--- config.mk ---
export PLATFORM = sky130hd
export DESIGN_NAME = grn_node_lut
export DESIGN_NICKNAME = d
export VERILOG_FILES = /design/src/rtl/grn_node_lut.sv
export SDC_FILE = /design/constraint.sdc
export NUM_CORES = 1
export LEC_CHECK = 0
export CAP_MARGIN = 10
export CORE_UTILIZATION = 49
export CTS_CLUSTER_DIAMETER = 30
export DETAILED_ROUTE_END_ITERATION = 6
export HOLD_SLACK_MARGIN = 0.03
export PLACE_DENSITY = 0.78
export RECOVER_POWER = 100
export SLEW_MARGIN = 20
export SYNTH_ARGS = -nofsm -noshare
export SYNTH_HDL_FRONTEND = slang
export SYNTH_SLANG_ARGS = --single-unit
--- constraint.sdc ---
create_clock -name clk -period 2.2 [get_ports clk]
set_input_delay 0.44 -clock clk [delete_from_list [all_inputs] [get_ports clk]]
set_output_delay 0.44 -clock clk [all_outputs]
set_load 0.02 [all_outputs]
--- src/rtl/grn_node_lut.sv ---
// Gene-regulatory-network node: two Boolean state copies updated through a runtime LUT.
// Optional GRN_NODE_PERTURB_EN adds force_en/force_val to override the LUT output.
module grn_node_lut #(
  parameter int unsigned NUM_IN     = 2,
  parameter logic [(1 << NUM_IN)-1:0] LUT_INIT = 4'b1010,
  parameter int unsigned S0_PERIOD  = 2,
  parameter int unsigned STABLE_THR = 4,
  parameter int unsigned CNT_W      = 16
) (
  input  logic                     clk,
  input  logic                     rst,
  input  logic                     reset_nos,
  input  logic                     init_state,
  input  logic                     start_s0,
  input  logic                     start_s1,
  input  logic [NUM_IN-1:0]        in_s0,
  input  logic [NUM_IN-1:0]        in_s1,
  input  logic                     lut_wr,
  input  logic [(1 << NUM_IN)-1:0] lut_data,
`ifdef GRN_NODE_PERTURB_EN
  input  logic                     force_en,
  input  logic                     force_val,
`endif
  output logic                     s0,
  output logic                     s1,
  output logic                     out_s0,
  output logic                     out_s1,
  output logic                     stable,
  output logic [CNT_W-1:0]         toggles
);

  localparam int unsigned LUT_D = 1 << NUM_IN;
  localparam int unsigned PH_W  = (S0_PERIOD > 1) ? $clog2(S0_PERIOD) : 1;
  localparam int unsigned SC_W  = $clog2(STABLE_THR + 1);

  logic [LUT_D-1:0] lut_q, lut_d;
  logic             s0_q, s0_d;
  logic             s1_q, s1_d;
  logic [PH_W-1:0]  phase_q, phase_d;
  logic [SC_W-1:0]  stable_cnt_q, stable_cnt_d;
  logic             stable_q, stable_d;
  logic [CNT_W-1:0] toggles_q, toggles_d;
  logic             nxt_s0, nxt_s1;

  // Candidate next values; always read from the LUT as it stood before this edge.
  always_comb begin
    nxt_s0 = lut_q[in_s0];
    nxt_s1 = lut_q[in_s1];
`ifdef GRN_NODE_PERTURB_EN
    if (force_en) begin
      nxt_s0 = force_val;
      nxt_s1 = force_val;
    end
`endif
  end

  always_comb begin
    lut_d        = lut_q;
    s0_d         = s0_q;
    s1_d         = s1_q;
    phase_d      = phase_q;
    stable_cnt_d = stable_cnt_q;
    toggles_d    = toggles_q;

    if (reset_nos) begin
      s0_d         = init_state;
      s1_d         = init_state;
      phase_d      = '0;
      stable_cnt_d = '0;
      toggles_d    = '0;
    end else begin
      if (start_s0) begin
        if (phase_q == '0) s0_d = nxt_s0;
        phase_d = (phase_q == PH_W'(S0_PERIOD - 1)) ? '0 : phase_q + PH_W'(1);
      end
      if (start_s1) begin
        s1_d = nxt_s1;
        if (nxt_s1 == s1_q) begin
          if (stable_cnt_q != SC_W'(STABLE_THR)) stable_cnt_d = stable_cnt_q + SC_W'(1);
        end else begin
          stable_cnt_d = '0;
          if (toggles_q != '1) toggles_d = toggles_q + CNT_W'(1);
        end
      end
    end

    if (lut_wr) lut_d = lut_data;

    stable_d = (stable_cnt_d == SC_W'(STABLE_THR));
  end

  always_ff @(posedge clk) begin
    if (rst) begin
      lut_q        <= LUT_INIT;
      s0_q         <= 1'b0;
      s1_q         <= 1'b0;
      phase_q      <= '0;
      stable_cnt_q <= '0;
      stable_q     <= 1'b0;
      toggles_q    <= '0;
    end else begin
      lut_q        <= lut_d;
      s0_q         <= s0_d;
      s1_q         <= s1_d;
      phase_q      <= phase_d;
      stable_cnt_q <= stable_cnt_d;
      stable_q     <= stable_d;
      toggles_q    <= toggles_d;
    end
  end

  assign s0      = s0_q;
  assign s1      = s1_q;
  assign out_s0  = s0_q;
  assign out_s1  = s1_q;
  assign stable  = stable_q;
  assign toggles = toggles_q;

endmodule

==> results by group, run 1 <==
Clock network
  – Number of buffers on the longest clock path: 2
  – Count of hold buffers inserted by post-cts repair: 0
  – Clk_lat worst skew: 0.33 ns
  – Clock transition at the registers of the reported paths: 0.16 ns
  – Cts bufs inserted: 3
  – Root Buffer Master: sky130_fd_sc_hd__clkbuf_4
  – # clock sinks: 27
  – TritonCTS clock tree: yes
  – Postcts setup bufs: 0
  – Clock H-tree levels: 1

Floorplanning
  – Die X: 56.8 um
  – Die footprint: approximately 3200 um2
  – Row count: 19
  – Core Footprint: between 2000 and 3000 um2
  – Initial cell density of the core: 52.5%
  – Number of ports placed on the die boundary: 36
  – Overall die height: 56.8 um

Logic synthesis
  – Summed instance area of the synthesized netlist: 1470 um2
  – Share of synthesized registers carrying an async set or reset: 0%
  – Cells after synthesis: between 150 and 200
  – Post-synthesis net count: 173
  – Post-synthesis average cell area: 9.51 um2
  – EDFF count, synth: 0
  – Leading register cell type out of synthesis: sky130_fd_sc_hd__dfxtp_1
  – Most numerous cell types in the synthesized netlist: 27 x sky130_fd_sc_hd__dfxtp_1, 17 x sky130_fd_sc_hd__nor2_1, 12 x sky130_fd_sc_hd__nand2_1
  – Sequential-to-total area share from yosys stat: roughly 37%
  – Number of distinct library cells after synthesis: 46
  – Dominant cell by count in the synthesized netlist: sky130_fd_sc_hd__dfxtp_1
  – Number of register bits inferred by synthesis: 27
  – Leading cell types by total area after synthesis: sky130_fd_sc_hd__dfxtp_1 37%, sky130_fd_sc_hd__nor2_1 4.3%, sky130_fd_sc_hd__mux2i_1 4.1%, sky130_fd_sc_hd__xnor2_1 3.6%, sky130_fd_sc_hd__mux4_2 3.1%
  – Top cell type by total area after synthesis: sky130_fd_sc_hd__dfxtp_1
  – Total of warnings raised by yosys: 0
  – Yosys top cell area share: between 30% and 40%

Drt
  – Average wire per standard cell: ~15 um
  – Residual DRC: 3
  – Detailed-route via count: 1342
  – Number of DRC violations after detailed-routing iteration 0: between 70 and 80
  – Wirelength, routed: 3.54 mm
  – Via-per-instance ratio: 5.76
  – Post-detailed-route count of antenna-violating nets: 0
  – First drt pass iteration count: 6

Setup path
  – Maximum fanout along the worst path: 5
  – Critical path class: in -> reg
  – Kind of capture point of the worst setup path: register
  – Startpoint kind of the worst setup timing path: input pin
  – Critical path data required time: 2.45 ns
  – Data arrival time at the worst-slack endpoint: around 2.4 ns

Timing
  – Slew margin rel.: 67.2%
  – Highest clock rate: 0.468 GHz
  – Time the worst path needs with I/O delays and setup: 2.14 ns
  – Number of hold violations in the final report: 0
  – Minimum hold slack: 0.516 ns
  – Final period util: 97.2%
  – Setup repair after global routing missed its margin: false
  – Endpoints failing setup: 0
  – Measured slew at the worst slew-check pin: just under 0.5 ns
  – Clock Skews: 0.0150 ns
  – Final worst slack: 0.0627 ns
  – Max-slew violation count: 0

Global routing
  – Global router's overall resource usage: approximately a quarter
  – First-pass GRT wire length: about 6 mm
  – Via count of the first global-routing pass: 1385
  – Pin count of the biggest net entering global routing: 17
  – GRT Residual Overflow: 0
  – Initial antenna violation count: 0

Layout
  – Layout cells sized above 1: 15.8%
  – Area Growth Syn to Fin: 32.1%
  – Diodes inserted: 0
  – Cell area after layout: 1950 um2
  – Final-stage net count: 221

Power
  – Max VDD drop: between 300 and 400 uV
  – Static leakage: 0.826 nW
  – Power per cell area: 457 nW/um2
  – Overall power after layout: a little under 0.9 mW

Job
  – Total of max-cap violations: 0

Status
  – Violated checks: DRC
  – Result of the run: finished, violations left

Placement
  – Estimated wirelength of the detail-placed design: 2.76 mm
  – Count of buffers from port buffering: 35
  – Pre-CTS setup slack: -0.385 ns
  – Placement-stage cell area: 1930 um2
  – Last weighted congestion value of the routability-driven placer: 0.835

Min path
  – Class of the tightest hold or removal check: reg -> reg
## worst max-delay path, cell delays in order
cell                              delay (ns)
sky130_fd_sc_hd__clkdlybuf4s50_1        0.52
sky130_fd_sc_hd__mux4_2                 0.55
sky130_fd_sc_hd__xnor2_2                0.22
sky130_fd_sc_hd__a211oi_4               0.29
sky130_fd_sc_hd__buf_4                  0.18
sky130_fd_sc_hd__xnor2_1                0.12
sky130_fd_sc_hd__nor2_1                 0.06
## where the power goes
group / internal [mW] / switching [mW] / leakage (nW)
logic: 0.0823 / 0.0699 / 0.593
registers: 0.500 / 0.0130 / 0.219
clock network: 0.0697 / 0.154 / 0.0139
## per-stage QoR
step / util (%) / TNS [ns] / std cells
after floorplan: - / 0 / 155
after global placement: 68.8 / -2.84 / 229
after detailed placement: 68.8 / -4.00 / 229
after CTS: 70.1 / 0 / 233
after global routing: 69.4 / 0 / 233
final: 69.4 / 0 / 233
## cells by family after synthesis
family                     share of synthesized area, %
and+or+nand+nor                                    23.5
AOI/OAI and AO/OA                                  17.3
buffers and inverters                              4.07
muxes                                              10.6
xor gates and xnor gates                           5.26
DFF                                                36.7
adders and majority gates                          2.55
## cells in the final DEF (no fill, tap or decap), types with 3 or more instances in the layout
cell type                         instances
sky130_fd_sc_hd__dfxtp_1                 27
sky130_fd_sc_hd__clkdlybuf4s50_1         11
sky130_fd_sc_hd__inv_1                    8
sky130_fd_sc_hd__a31o_2                   3
sky130_fd_sc_hd__buf_4                   12
sky130_fd_sc_hd__nand4_1                  3
sky130_fd_sc_hd__dlygate4sd3_1           23
sky130_fd_sc_hd__mux2i_1                  5
sky130_fd_sc_hd__nor2_1                  17
sky130_fd_sc_hd__a21oi_1                  8
sky130_fd_sc_hd__clkbuf_4                 3
sky130_fd_sc_hd__nand2_1                 12
sky130_fd_sc_hd__nor2b_1                  3
sky130_fd_sc_hd__nor4_1                   3
sky130_fd_sc_hd__ha_1                     3
sky130_fd_sc_hd__and3_1                   3
sky130_fd_sc_hd__xnor2_1                  6
sky130_fd_sc_hd__nand3_1                  6
sky130_fd_sc_hd__o21a_1                   3
## flip-flops by register name (all words and copies together) (netlist names)
signal / cells
toggles: 16
lut_q: 4
out_s1: 1
stable: 1
stable_cnt_q: 3
phase_q: 1
out_s0: 1
## final cells by class
cell class / count / area, um2
Inverter: 8 / 30.0
Clock inverter: 1 / 7.51
Fill cell: 233 / 858
Sequential cell: 27 / 541
Tap cell: 31 / 38.8
Clock buffer: 3 / 22.5
Multi-Input combinational cell: 115 / 861
Timing Repair Buffer: 48 / 447
## metal layers
layer  GRT usage [%]  routed length (um)  share of wire, %
met2            41.0                1800                51
met1            29.5                1590                45
met3            2.76                  90               2.5
met4            12.5                  62               1.8
met5               0                   0                 0
## path summary, 6_finish.rpt
path	cells past startpoint	startpoint	to	slack [ns]
max	7	in_s1[0]	toggles[2]	0.06
min	2	toggles[5]	toggles[5]	0.52
min reg2reg	2	toggles[5]	toggles[5]	0.52
max reg2reg	6	toggles[2]	toggles[1]	0.24
## what timing repair did
action / 4_1_cts / 5_1_grt
gates resized for setup: 1 / 3
pin swaps: 0 / 2
endpoints found under the setup margin: 1 / 6
endpoints found under the hold margin: 0 / 0
No activity file was read; power rests on OpenSTA's default activity.
==> inputs of run 2 (changes only) <==
--- a/config.mk
+++ b/config.mk
@@ -6,6 +6,7 @@
 export NUM_CORES = 1
 export LEC_CHECK = 0
 export CAP_MARGIN = 10
+export CORE_MARGIN = 10
 export CORE_UTILIZATION = 49
 export CTS_CLUSTER_DIAMETER = 30
 export DETAILED_ROUTE_END_ITERATION = 6
==> run 2 against run 1 <==
The run now ends clean; combinational power about the same; worst hold slack better by 0.0022 ns; critical path depth down 1; clock skew down 0.013 ns; maximum frequency up 0.55%; die area up 73%; via count down 1.1%; global-route usage down 11 points; largest power group unchanged; register-to-register slack better by 0.07 ns; cell count unchanged.
==> results by group, run 2 (synthesized netlist as in run 1, its figures left out) <==
Floorplanning
  – Die X: 74.8 um (+32%)
  – Number of ports placed on the die boundary: 36 (unchanged)
  – Row count: 19 (unchanged)
  – Initial cell density of the core: 52.5% (unchanged)
  – Overall die height: 74.8 um (+32%)
  – Core Footprint: 2810 um2 (unchanged)
  – Die footprint: 5600 um2 (+73%)

Setup path
  – Logic depth of the worst register-to-register path: 6 (unchanged)
  – Critical path class: in -> reg
  – Data arrival time at the worst-slack endpoint: 2.39 ns (about the same)
  – Critical Path, Cell by Cell: clkdlybuf4s50_1 -> mux2i_1 -> mux2_4 -> a22o_4 -> or4_1 -> a21oi_1
  – Critical path data required time: 2.47 ns (+0.02 ns)
  – Endpoint of the worst-slack reg-to-reg timing path: toggles[1]
  – Origin of the critical flop-to-flop path: toggles[2]
  – Highest cell delay on the worst timing path: 0.54 ns (about the same)
  – Maximum fanout along the worst path: 4 (-1)
  – Setup slack on the worst flop-to-flop path: 0.31 ns (+0.07 ns)
  – Slowest-stage cell, CP: sky130_fd_sc_hd__clkdlybuf4s50_1
  – Kind of capture point of the worst setup path: register
  – Startpoint kind of the worst setup timing path: input pin

Clock network
  – Clock transition at the registers of the reported paths: 0.14 ns (-0.02 ns)
  – # clock sinks: 27 (unchanged)
  – TritonCTS clock tree: yes
  – CTS resizes: 0 (-1)
  – Count of hold buffers inserted by post-cts repair: 0 (unchanged)
  – Number of buffers on the longest clock path: 2 (unchanged)
  – Clock H-tree levels: 1 (unchanged)
  – Clk_lat worst skew: 0.32 ns (about the same)
  – Cts bufs inserted: 3 (unchanged)
  – Root Buffer Master: sky130_fd_sc_hd__clkbuf_4
  – Postcts setup bufs: 0 (unchanged)

Global routing
  – Initial antenna violation count: 0 (unchanged)
  – GRT Residual Overflow: 0 (unchanged)
  – Global router's overall resource usage: 13.2% (-11 points)
  – First-pass GRT wire length: 5.97 mm (-0.58%)
  – Via count of the first global-routing pass: 1284 (-7.3%)
  – Pin count of the biggest net entering global routing: 16 (-1)

Drt
  – Residual DRC: 0 (-3)
  – First drt pass iteration count: 4 (-2)
  – Post-detailed-route count of antenna-violating nets: 0 (unchanged)
  – Via-per-instance ratio: 5.70 (-1.1%)
  – Wirelength, routed: 3.56 mm (+0.51%)
  – Average wire per standard cell: 15.3 um (+0.51%)
  – Detailed-route via count: 1327 (-1.1%)
  – Number of DRC violations after detailed-routing iteration 0: 57 (-20%)

Placement
  – Last weighted congestion value of the routability-driven placer: 0.841 (+0.73%)
  – Estimated wirelength of the detail-placed design: 2.84 mm (+2.8%)
  – Count of buffers from port buffering: 35 (unchanged)
  – Placed insts: 229 (unchanged)

Layout
  – Final-stage net count: 221 (unchanged)
  – Total area of multi-input combinational cells: 867 um2 (+0.73%)
  – Post-route insts no fill: 233 (unchanged)
  – Most frequent cells in the layout: 27 x sky130_fd_sc_hd__dfxtp_1, 23 x sky130_fd_sc_hd__dlygate4sd3_1, 17 x sky130_fd_sc_hd__nor2_1
  – Diodes inserted: 0 (unchanged)
  – Most common library cell in the layout ignoring fill and taps: sky130_fd_sc_hd__dfxtp_1
  – Fillers: 229 (-1.7%)
  – Flip-flop count of the largest register, all copies and words added: 16 (unchanged)
  – Sequential standard cell area: 541 um2 (unchanged)
  – Layout cells sized above 1: 16.3% (+0.50 points)
  – Area Growth Syn to Fin: 32.2% (about the same)
  – Core utilization of the finished layout: 69.4% (about the same)

Timing
  – Endpoints failing setup: 0 (unchanged)
  – Final period util: 96.6% (-0.53 points)
  – Measured slew at the worst slew-check pin: 0.427 ns (-0.0647 ns)
  – Slew margin rel.: 71.3% (+4.1 points)
  – Number of hold violations in the final report: 0 (unchanged)
  – Clock Skews: 0.00217 ns (-0.0128 ns)
  – Max-slew violation count: 0 (unchanged)
  – Highest clock rate: 0.470 GHz (+0.55%)
  – Time the worst path needs with I/O delays and setup: 2.13 ns (-0.0117 ns)
  – Setup TNS Final: 0 ns (unchanged)

Power
  – Overall power after layout: 0.879 mW (-1.1%)
  – Static leakage: 0.824 nW (-0.30%)
  – Power per cell area: 451 nW/um2 (-1.2%)
  – Max VDD drop: 382 uV (+21%)

Job
  – Total of max-cap violations: 0 (unchanged)

Min path
  – Beginning of the worst hold path: toggles[5]
  – Cell count of the worst hold path: 2 (unchanged)
  – Class of the tightest hold or removal check: reg -> reg
  – Capture endpoint of the worst hold path: toggles[5]

Status
  – Result of the run: finished clean
==> run 2: cell types whose count changed in the layout (fill, tap and decap cells not counted), sizes merged <==
cell / delta
clkinvlp: -1
clkinv: +1
dlymetal6s2s: -1
clkdlybuf4s50: +1
==> run 2: through the flow <==
step | hold slack [ns] | setup WS [ns] | cell area (um2)
after floorplan | 0.483 | 0.269 | 1470
after global placement | 0.496 | -0.260 | 1930
after detailed placement | 0.507 | -0.328 | 1930
after CTS | 0.526 | 0.0313 | 1960
after global routing | 0.549 | -0.0322 | 1950
final | 0.519 | 0.0744 | 1950
==> run 2: area by class of cell <==
class	count	share of cell area, %
multi-input combinational	115	44.5
sequential	27	27.7
timing repair buffer	48	22.8
tap	31	1.99
inverter	8	1.54
clock buffer	3	1.16
clock inverter	1	0.257
==> run 2: per-layer routing <==
layer | share of wire, % | track usage, % | wire, um | up-vias
li1 | - | - | - | 658
met1 | 42 | 16.0 | 1500 | 633
met2 | 50 | 21.7 | 1790 | 34
met3 | 7.1 | 5.39 | 252 | 2
met4 | 0.39 | 2.10 | 14 | 0
met5 | 0 | 0 | 0 | -
==> run 2: worst max-delay path by stage <==
stage | startpoint | to | cells past startpoint
floorplan | in_s1[0] | toggles[14] | 5
global placement | in_s1[0] | toggles[2] | 7
detailed placement | in_s1[0] | toggles[12] | 6
CTS | in_s1[0] | toggles[12] | 6
global route | in_s1[0] | toggles[12] | 6
finish | in_s1[1] | toggles[5] | 6
==> run 2: critical path: cells and delay by family <==
kind	cells	cell delay, ns
mux	2	0.61
buf+inv	1	0.54
compound gates	2	0.41
simple gates	1	0.39
==> run 2: power by group <==
part | switching (mW) | total, mW | internal, mW
combinational | 0.0693 | 0.153 | 0.0840
clock | 0.146 | 0.214 | 0.0682
sequential | 0.0117 | 0.512 | 0.500
total | 0.227 | 0.879 | 0.653
==> inputs of run 3 (changes only) <==
--- a/config.mk
+++ b/config.mk
@@ -6,8 +6,11 @@
 export NUM_CORES = 1
 export LEC_CHECK = 0
 export CAP_MARGIN = 10
+export CELL_PAD_IN_SITES_DETAIL_PLACEMENT = 0
+export CELL_PAD_IN_SITES_GLOBAL_PLACEMENT = 1
+export CORE_ASPECT_RATIO = 0.6
 export CORE_MARGIN = 10
-export CORE_UTILIZATION = 49
+export CORE_UTILIZATION = 37
 export CTS_CLUSTER_DIAMETER = 30
 export DETAILED_ROUTE_END_ITERATION = 6
 export HOLD_SLACK_MARGIN = 0.03
==> run 3 against run 2 <==
First-iteration DRC count is 35% higher; cell count is 6.4% higher; routed wire length is 16% higher; flip-flop and latch count unchanged; highest routed layer unchanged; clock power rose by 34%; non-clock buffer count fell by 1; critical path type unchanged.
==> results by group, run 3 (synthesized netlist as in run 1, its figures left out) <==
Status
  – Result of the run: finished clean

Clock network
  – Number of buffers on the longest clock path: 2 (unchanged)
  – Count of hold buffers inserted by post-cts repair: 0 (unchanged)
  – # clock sinks: 27 (unchanged)
  – Clock transition at the registers of the reported paths: 0.10 ns (-0.04 ns)
  – Clock H-tree levels: 1 (unchanged)
  – TritonCTS clock tree: yes
  – Clk_lat worst skew: 0.27 ns (-0.05 ns)
  – Cts bufs inserted: 3 (unchanged)
  – Root Buffer Master: sky130_fd_sc_hd__clkbuf_8

Placement
  – Placed insts: 243 (+6.1%)
  – Count of buffers from port buffering: 35 (unchanged)
  – Last weighted congestion value of the routability-driven placer: 0.778 (-7.6%)
  – Estimated wirelength of the detail-placed design: 3.34 mm (+18%)

Layout
  – Diodes inserted: 0 (unchanged)
  – Most common library cell in the layout ignoring fill and taps: sky130_fd_sc_hd__dfxtp_1
  – Layout cells sized above 1: 15.4% (-0.91 points)
  – Most frequent cells in the layout: 27 x sky130_fd_sc_hd__dfxtp_1, 21 x sky130_fd_sc_hd__dlygate4sd3_1, 17 x sky130_fd_sc_hd__nor2_1
  – Final-stage net count: 220 (-0.45%)
  – Area Growth Syn to Fin: 36.2%
  – Core utilization of the finished layout: 53.6% (-16 points)
  – Post-route insts no fill: 248 (+6.4%)
  – Flip-flop count of the largest register, all copies and words added: 16 (unchanged)

Job
  – Total of max-cap violations: 0 (unchanged)

Floorplanning
  – Die footprint: 6990 um2 (+25%)
  – Die X: 101 um (+36%)
  – Overall die height: 68.9 um (-8.0%)
  – Initial cell density of the core: 39.4% (-13 points)
  – Row count: 17 (-2)
  – Number of ports placed on the die boundary: 36 (unchanged)
  – Core Footprint: 3740 um2 (+33%)

Setup path
  – Critical path data required time: 2.38 ns (-0.09 ns)
  – Origin of the critical flop-to-flop path: out_s1
  – Maximum fanout along the worst path: 5 (+1)
  – Kind of capture point of the worst setup path: register
  – Critical path class: in -> reg
  – Startpoint kind of the worst setup timing path: input pin
  – Data arrival time at the worst-slack endpoint: 2.30 ns (-0.09 ns)
  – Critical Path Start: in_s1[0]

Global routing
  – Pin count of the biggest net entering global routing: 16 (unchanged)
  – GRT Residual Overflow: 0 (unchanged)
  – Global router's overall resource usage: 12.4% (-0.83 points)
  – Initial antenna violation count: 0 (unchanged)
  – First-pass GRT wire length: 6.81 mm (+14%)
  – Via count of the first global-routing pass: 1319 (+2.7%)

Timing
  – Setup repair after global routing missed its margin: false
  – Setup TNS Final: 0 ns (unchanged)
  – Number of hold violations in the final report: 0 (unchanged)
  – Final period util: 96.3% (-0.32 points)
  – Measured slew at the worst slew-check pin: 0.495 ns (+0.0678 ns)
  – Clock Skews: 0.00245 ns (+0.000280 ns)
  – Minimum hold slack: 0.521 ns (+0.00265 ns)
  – Time the worst path needs with I/O delays and setup: 2.12 ns (-0.00711 ns)
  – Endpoints failing setup: 0 (unchanged)
  – Slew margin rel.: 66.8% (-4.6 points)
  – Highest clock rate: 0.472 GHz (+0.34%)
  – Max-slew violation count: 0 (unchanged)

Power
  – Max VDD drop: 322 uV (-16%)
  – Static leakage: 0.837 nW (+1.6%)
  – Overall power after layout: 0.963 mW (+9.5%)
  – Power per cell area: 479 nW/um2 (+6.2%)

Drt
  – Detailed-route via count: 1313 (-1.1%)
  – Post-detailed-route count of antenna-violating nets: 0 (unchanged)
  – Via-per-instance ratio: 5.29 (-7.0%)
  – Residual DRC: 0 (unchanged)
  – First drt pass iteration count: 4 (unchanged)
  – Number of DRC violations after detailed-routing iteration 0: 77 (+35%)
  – Average wire per standard cell: 16.7 um (+9.2%)
  – Wirelength, routed: 4.14 mm (+16%)

Min path
  – Class of the tightest hold or removal check: reg -> reg
  – Beginning of the worst hold path: toggles[5]
==> run 3: final timing paths <==
path                                    end  slack, ns  cells past startpoint
worst min register to register   toggles[5]       0.52                      2
worst max-delay path            toggles[12]       0.08                      6
worst min-delay path             toggles[5]       0.52                      2
worst max register to register   toggles[5]       0.14                      5
==> run 3: area by class of cell <==
type                            instances  area (um2)
Fill cell                             355        1740
Multi-Input combinational cell        115         896
Timing Repair Buffer                   47         437
Inverter                                8        30.0
Clock buffer                            3        41.3
Sequential cell                        27         541
Clock inverter                          1        5.00
Tap cell                               47        58.8
==> run 3: what timing repair did <==
item | CTS | global route
pin swaps | 1 | 0
endpoints found under the setup margin | 7 | 10
setup buffers | 0 | 1
resized for setup | 4 | 5
==> run 3: routing by layer <==
metal	global-route usage [%]	share of wire [%]	up-vias	wire [um]
met5	0	0	-	0
met4	1.56	0.36	0	15
met3	3.77	5.8	2	240
met2	20.5	46	32	1910
met1	16.0	47	623	1960
li1	-	-	656	-
==> run 3: stage by stage <==
| step | setup WS, ns | cell area, um2 |
|---|---|---|
| floorplan | 0.269 | 1470 |
| global placement | -0.337 | 1940 |
| detailed placement | -0.434 | 1940 |
| CTS | 0.0266 | 2010 |
| global route | 0.00230 | 2010 |
| finish | 0.0815 | 2010 |
==> run 3: worst max-delay path, cell delays in order <==
cell and delay (ns):
sky130_fd_sc_hd__dlygate4sd2_1 0.35, sky130_fd_sc_hd__mux4_2 0.62, sky130_fd_sc_hd__xnor2_4 0.19, sky130_fd_sc_hd__nor4_1 0.38
sky130_fd_sc_hd__a21oi_1 0.12, sky130_fd_sc_hd__o21a_1 0.19
==> run 3: power by group <==
| group | switching [mW] | internal [mW] |
|---|---|---|
| Clock | 0.160 | 0.127 |
| Sequential | 0.0148 | 0.500 |
| Combinational | 0.0750 | 0.0866 |
| Total | 0.249 | 0.713 |
